--- config.mk ---
export PLATFORM = sky130hd
export DESIGN_NAME = booth_product_accumulator
export DESIGN_NICKNAME = d
export VERILOG_FILES = /design/src/rtl/booth_product_accumulator.sv
export SDC_FILE = /design/constraint.sdc
export NUM_CORES = 1
export LEC_CHECK = 0
export BUFFER_PORTS_ARGS = -buffer_cell sky130_fd_sc_hd__buf_2
export CAP_MARGIN = 20
export CORE_UTILIZATION = 35
export DETAILED_ROUTE_END_ITERATION = 8
export PLACE_DENSITY = 0.57
export RECOVER_POWER = 100
export SLEW_MARGIN = 0
export SYNTH_ARGS = -nofsm -noshare
export SYNTH_HDL_FRONTEND = slang
export SYNTH_SLANG_ARGS = --single-unit
export TNS_END_PERCENT = 20
--- constraint.sdc ---
create_clock -name clock -period 3.5 [get_ports clock]
set_input_delay 0 -clock clock [delete_from_list [all_inputs] [get_ports clock]]
set_output_delay 0 -clock clock [all_outputs]
set_load 0.01 [all_outputs]
--- src/rtl/booth_product_accumulator.sv ---
// booth_product_accumulator
// Sums the signed 16-bit products of one frame into a signed ACC_W-bit
// accumulator. When the frame's last product is accepted, the sum, the
// saturating sample count and a sticky overflow flag are presented on a held
// valid/ready output.
// Optional feature: define BOOTH_ACC_SAT_EN to make the accumulator clamp on
// overflow. Without it, the accumulator wraps modulo 2^ACC_W.
module booth_product_accumulator #(
  parameter int ACC_W = 24,
  parameter int CNT_W = 8
) (
  input  logic             clock,
  input  logic             reset_n,
  input  logic             in_valid,
  output logic             in_ready,
  input  logic [15:0]      in_product,
  input  logic             in_last,
  output logic             out_valid,
  input  logic             out_ready,
  output logic [ACC_W-1:0] out_sum,
  output logic [CNT_W-1:0] out_count,
  output logic             out_ovf
);

  typedef enum logic {S_ACCUM = 1'b0, S_HOLD = 1'b1} state_t;

  state_t                  r_state;
  logic                    r_in_ready;
  logic                    r_out_valid;
  logic signed [ACC_W-1:0] r_acc;
  logic        [CNT_W-1:0] r_cnt;
  logic                    r_ovf;
  logic signed [ACC_W-1:0] r_out_sum;
  logic        [CNT_W-1:0] r_out_count;
  logic                    r_out_ovf;

  logic signed [ACC_W:0]   w_sum;
  logic                    w_ovf;
  logic signed [ACC_W-1:0] w_acc_next;
  logic        [CNT_W-1:0] w_cnt_next;
  logic                    w_ovf_next;

  // Map the one-bit-wider sum back onto the accumulator width: clamp toward
  // the sign of the true sum when saturation is built in, otherwise wrap.
  function automatic logic signed [ACC_W-1:0] fn_resolve(input logic signed [ACC_W:0] s);
`ifdef BOOTH_ACC_SAT_EN
    if (s[ACC_W] != s[ACC_W-1]) begin
      if (s[ACC_W]) fn_resolve = {1'b1, {(ACC_W-1){1'b0}}};
      else          fn_resolve = {1'b0, {(ACC_W-1){1'b1}}};
    end else begin
      fn_resolve = s[ACC_W-1:0];
    end
`else
    fn_resolve = s[ACC_W-1:0];
`endif
  endfunction

  // Counter that sticks at all-ones instead of wrapping.
  function automatic logic [CNT_W-1:0] fn_cnt_inc(input logic [CNT_W-1:0] c);
    if (&c) fn_cnt_inc = c;
    else    fn_cnt_inc = c + CNT_W'(1);
  endfunction

  // Next-state arithmetic for an accepted beat, one guard bit wider than
  // the accumulator so the overflow can be seen in the top two bits.
  always_comb begin
    w_sum      = {r_acc[ACC_W-1], r_acc} +
                 {{(ACC_W-15){in_product[15]}}, in_product};
    w_ovf      = w_sum[ACC_W] ^ w_sum[ACC_W-1];
    w_acc_next = fn_resolve(w_sum);
    w_cnt_next = fn_cnt_inc(r_cnt);
    w_ovf_next = r_ovf | w_ovf;
  end

  // Frame FSM: accumulate in ACCUM, present and hold the result in HOLD.
  always_ff @(posedge clock or negedge reset_n) begin
    if (!reset_n) begin
      r_state     <= S_ACCUM;
      r_in_ready  <= 1'b1;
      r_out_valid <= 1'b0;
      r_acc       <= '0;
      r_cnt       <= '0;
      r_ovf       <= 1'b0;
      r_out_sum   <= '0;
      r_out_count <= '0;
      r_out_ovf   <= 1'b0;
    end else begin
      case (r_state)
        S_ACCUM: begin
          if (in_valid) begin
            r_acc <= w_acc_next;
            r_cnt <= w_cnt_next;
            r_ovf <= w_ovf_next;
            if (in_last) begin
              r_out_sum   <= w_acc_next;
              r_out_count <= w_cnt_next;
              r_out_ovf   <= w_ovf_next;
              r_state     <= S_HOLD;
              r_in_ready  <= 1'b0;
              r_out_valid <= 1'b1;
            end
          end
        end
        S_HOLD: begin
          if (out_ready) begin
            r_acc       <= '0;
            r_cnt       <= '0;
            r_ovf       <= 1'b0;
            r_state     <= S_ACCUM;
            r_in_ready  <= 1'b1;
            r_out_valid <= 1'b0;
          end
        end
        default: begin
          r_state     <= S_ACCUM;
          r_in_ready  <= 1'b1;
          r_out_valid <= 1'b0;
        end
      endcase
    end
  end

  assign in_ready  = r_in_ready;
  assign out_valid = r_out_valid;
  assign out_sum   = r_out_sum;
  assign out_count = r_out_count;
  assign out_ovf   = r_out_ovf;

endmodule

# ---- After elaboration in Yosys (flattened, before gate mapping)
# Cells that the tools add are included.
dict set report word_totals {
  register_bits 69
  word_cells 42
  output_inout_bits 35
  inputBits 21
}
dict set report op_classes {
  reduce_logical 4
  bitwise 3
  eq_ne 3
  muxes 21
  add_sub_neg 2
}
# cell n
set op_table {}
lappend op_table {{2-to-1 mux 24 bit} 2}
lappend op_table {{case mux 24 bit (2 select lines)} 1}
lappend op_table {{adder 24 x 16 -> 25 bit} 1}
lappend op_table {{2-to-1 mux 8 bit} 3}
lappend op_table {{case mux 8 bit (2 select lines)} 1}
lappend op_table {{2-to-1 mux 1 bit} 10}
lappend op_table {{adder 8 x 1 -> 8 bit, second input constant} 1}
lappend op_table {{case mux 1 bit (2 select lines)} 4}
lappend op_table {{AND reduction 8 bit} 1}
lappend op_table {{inequality test 2 bit, second input constant} 3}
lappend op_table {{AND reduction 3 bit} 2}
lappend op_table {{AND reduction 2 bit} 1}
lappend op_table {{NOT 1 bit} 1}
lappend op_table {{bitwise OR 1 bit} 1}
lappend op_table {{XOR 1 bit} 1}

# ---- Depth between registers and ports, before layout
dict set report depth {
  word_depth 5
  depth_mapped 10
  mapped_depth_nobuf 10
}

# ---- Worst setup path before layout
# No wires, ideal clock.
dict set report synth_path {
  path_type {register -> register}
  start {register r_acc[0]}
  end {register r_out_sum[22], in the netlist out_sum[22]}
  required_time_ns 3.375
  n_path_buf 0
  setup_ns 0.125
  period_less_slack_ns 2.468
  arrival_time_ns 2.343
  stages_incl_launch_ff 11
  path_slack_ns 1.032
  path_cell_list {dfrtp_1 > ha_1 > inv_1 > fa_1 > and2b_1 > o2111ai_1 > a21oi_1 > a211oi_1 > o41ai_1 > xor2_1 > mux2_2}
}
dict set report synth_via {
  elab_chain_cells 1
}
# element line_no
set synth_rtl {}
lappend synth_rtl {{from (decl)} 30} ;# logic signed [ACC_W-1:0] r_acc;
lappend synth_rtl {{from (signal assigned)} 91} ;# r_acc <= w_acc_next;
lappend synth_rtl {{adder 24 x 16 -> 25 bit} 67} ;# w_sum = {r_acc[ACC_W-1], r_acc} +
lappend synth_rtl {{to (signal assigned)} 95} ;# r_out_sum <= w_acc_next;
lappend synth_rtl {{to (decl)} 33} ;# logic signed [ACC_W-1:0] r_out_sum;
# Every way passes these cells.
# A chain may end at the register's enable or synchronous reset.

# ---- Final worst setup path
dict set report layout_path {
  start {register r_acc[1]}
  end {register r_acc[21]}
}
dict set report layout_via {
  elab_chain_cells 3
}
# element line_no
set layout_rtl {}
lappend layout_rtl {{adder 24 x 16 -> 25 bit} 67}
lappend layout_rtl {{2-to-1 mux 24 bit} 90} ;# if (in_valid) begin
lappend layout_rtl {{case mux 24 bit (2 select lines)} 88} ;# case (r_state)
# Every way passes these cells. The select of a mux whose other input is x is not followed.

==> flow_summary.yaml <==
clock_network:
  cts_tree: "yes"
  clk_path_buf_depth: 2
  cts-root-buf: "clkbuf_16"
  clk_latency_ns: 0.33
  cts_buffers: 9
  postCtsSetupRepairBufs: 0
  path_clk_slew_ns: 0.06
  cts_resized: 0
  h-tree-depth: 3
  ctsHoldBuffers: 2
  cts_sinks: 69
floorplan:
  chipWidth_um: 108
  start_util_pct: 36.1
  fp.dieH_um: 108
  core_area_sq_mm: 0.0109
  ioPinCount: 56
  die_area_sq_mm: 0.0117
  row_count: 38
drt:
  highest_layer: "met4"
  wl_met3_um: 347
  drt.antenna.violating_nets: 0
  drc: 0
  vias_per_cell: 5.25
  wl_per_cell_um: 14.8
  drtPass1Iterations: 4
  drt-met1-wl_um: 4430
  wirelength_um: 9250
  route.met2.wl_um: 4350
  drt_iter0_drc: 146
  routed-via-count: 3286
placement:
  postPlaceCellArea_sq_mm: 0.00433
  pre_cts_ws_ns: 0.747
  io_buffers: 55
  dp_hpwl_um: 6750
  place_congestion: 0.895
synth:
  synth_cell_types: 56
  yosysTopAreaCell: "dfrtp_1"
  syn_area_per_cell_sq_um: 9.14
  async_reset_ff_share_pct: 100
  synth_xor_area_share_pct: 5.77
  synthAdderAreaFrac_pct: 8.43
  synth_top_area_share_pct: 43.1
  synthTopCellsByCount: "nand2_1, dfrtp_1, o21ai_0"
  netlist_instances: 432
  synth_top_family_by_area: "compound AO/OA/AOI/OAI gates"
  yosysWarningCount: 0
  synth-simple-area-share_pct: 14.0
  synth.area.mux_share_pct: 1.11
  yosysSeqAreaShare_pct: 43.8
  synth-seq-cells: 69
  yosys-top-cells-area: "dfrtp_1, o21ai_0, ha_1, nand2_1, xnor2_1"
  synthesis.nets: 479
  synth_top_flop_cell: "dfrtp_1"
  synth.most_common_cell: "nand2_1"
  syn-cell-area_sq_mm: 0.00395
  synth-compound-area-share_pct: 23.4
  synth_edf_count: 0
power_and_ir_drop:
  total_power_mw: 4.24
  power.share.combinational_pct: 42.8
  power_density_mw_per_mm2: 912
  switching_share_pct: 38.9
  pwr-share-clk_pct: 26.7
  seqPwrFrac_pct: 30.5
  internal_power_mw: 2.59
  power_switching_mw: 1.65
  p_leak_nw: 2.11
  ir_drop_mv: 0.323
sta:
  period_share_pct: 82.1
  fin_ws_ns: 0.628
  finalHoldViolCount: 0
  slew_headroom_pct: -35.4
  tightest_slew_ns: 2.03
  period_minus_slack_ns: 2.87
  skew_ns: 0.00731
  rsz0062_at_grt: "false"
  fmax_ghz: 0.348
  drv_slew: 39
  finalSetupViolCount: 0
  fin_setup_tns_ns: 0
worst_setup_path:
  worst_ep_arrival_time_ns: 3.03
  regToRegSetupSlack_ns: 0.63
  critical_path_class: "reg -> reg"
  end_kind: "flip-flop"
  cp_max_fo: 3
  cp_data_required_time_ns: 3.66
  rr_endpoint: "r_acc[21]$_DFFE_PN0P_"
  start_kind: "flip-flop"
  slowest_stage: "a311oi_1"
  worstPathCellList: "ha_1 > a211o_1 > a211oi_1 > o21bai_1 > a311oi_1 > o41ai_1 > xnor2_1 > o21ai_0"
  timing.rr.start: "r_acc[1]$_DFFE_PN0P_"
  rr_worst_depth: 8
  slowest_delay_ns: 0.60
  startpoint: "r_acc[1]$_DFFE_PN0P_"
hold_path:
  hp-class: "in -> reg"
  holdCritStartpoint: "in_last"
  holdPathStages: 3
  min_to: "out_ovf$_DFFE_PN0P_"
run_status:
  status: "finished, violations left"
  violations: "max-capacitance violations, max-slew violations"
global_route:
  groute.usage.overall_pct: 17.1
  grt_pass1_wl_um: 15600
  grt_overflow: 0
  grt_start_max_net_pins: 44
  antenna_found_initial: 0
  grt_pass1_vias: 3232
cells_and_area:
  n_antenna_cell: 0
  syn_to_final_growth_pct: 17.6
  n_fill_cell: 1112
  drive_above_1_share_pct: 9.47
  fin_area_sq_mm: 0.00464
  fin_nets: 528
job:
  drv_cap: 1
## cells in the final DEF (no fill, tap or decap), types with 3 or more instances in the layout
| master | count |
|---|---|
| nand2_1 | 73 |
| dfrtp_1 | 68 |
| o21ai_0 | 65 |
| clkbuf_1 | 40 |
| ha_1 | 25 |
| a21oi_1 | 24 |
| nor2_1 | 21 |
| buf_2 | 19 |
| xnor2_1 | 14 |
| xor2_1 | 12 |
| a21o_1 | 11 |
| inv_1 | 10 |
| clkbuf_16 | 9 |
| nand4_1 | 8 |
| nand3_1 | 7 |
| nor3_1 | 5 |
| a31oi_1 | 5 |
| o31ai_1 | 4 |
| bufinv_16 | 4 |
| o211ai_1 | 3 |
| a21o_2 | 3 |
| a211oi_1 | 3 |
| a311oi_1 | 3 |
| mux2_2 | 3 |
| a22o_1 | 3 |
| o41ai_1 | 3 |
## logic make-up after synthesis
logic type	after synthesis
AND/OR/NAND/NOR	127
AO/OA/AOI/OAI	146
buffers and inverters	34
flip-flops	69
multiplexers	4
adder cells (fa/ha/maj)	26
XOR/XNOR	26
## through the flow
stage	utilization, %	hold WS [ns]	cells
detailed placement	39.6	0.222	607
finish	42.5	0.0293	626
CTS	43.2	0.0244	625
global route	42.5	0.0669	626
floorplan	-	-0.296	432
global placement	39.6	0.212	607
## flip-flops by register name (all words and copies together), names as in the netlist
register	cells
in_ready	1
out_count	8
out_ovf	1
out_sum	24
out_valid	1
r_acc	24
r_cnt	8
r_ovf	1
r_state	1
## worst max-delay path by stage
| stage | endpoint | slack, ns | depth (start not counted) |
|---|---|---|---|
| after CTS | out_sum[22]$_DFFE_PN0P_ | 0.74 | 10 |
| after floorplan | out_sum[22]$_DFFE_PN0P_ | 1.03 | 10 |
| final | r_acc[21]$_DFFE_PN0P_ | 0.63 | 8 |
| after detailed placement | out_sum[22]$_DFFE_PN0P_ | 0.75 | 10 |
| after global routing | r_acc[17]$_DFFE_PN0P_ | 0.33 | 8 |
| after global placement | out_sum[22]$_DFFE_PN0P_ | 0.84 | 10 |
## power groups by stage
stage / logic, mW / registers [mW] / clock network [mW]
after floorplan: 1.29 / 1.34 / 0
after global placement: 1.86 / 1.29 / 0
after detailed placement: 1.88 / 1.30 / 0
after CTS: 1.89 / 1.29 / 1.16
after global routing: 2.05 / 1.34 / 1.20
final: 1.81 / 1.29 / 1.13
## layout make-up
class / instances / area [sq um] / share of cell area (%)
repair buffers: 62 / 270 / 5.82
inverters: 10 / 37.5 / 0.808
well taps: 140 / 175 / 3.77
clock inverters: 7 / 146 / 3.15
clock buffers: 9 / 225 / 4.85
multi-input cells: 329 / 2060 / 44.4
flip-flops and latches: 69 / 1730 / 37.2
## critical path, delay by kind of cell, from the launching register on
family,cells,cell delay [ns]
xor gates and xnor gates,1,0.22
adders and majority gates,1,0.30
DFF,1,0.40
AOI/OAI and AO/OA,6,1.78
## routing by layer
metal,global-route usage [%],up-vias
li1,-,1638
met1,22.4,1576
met2,28.3,61
met3,3.32,11
met4,5.97,0
met5,0,-
Note: power is estimated with default switching activity, not from simulation.
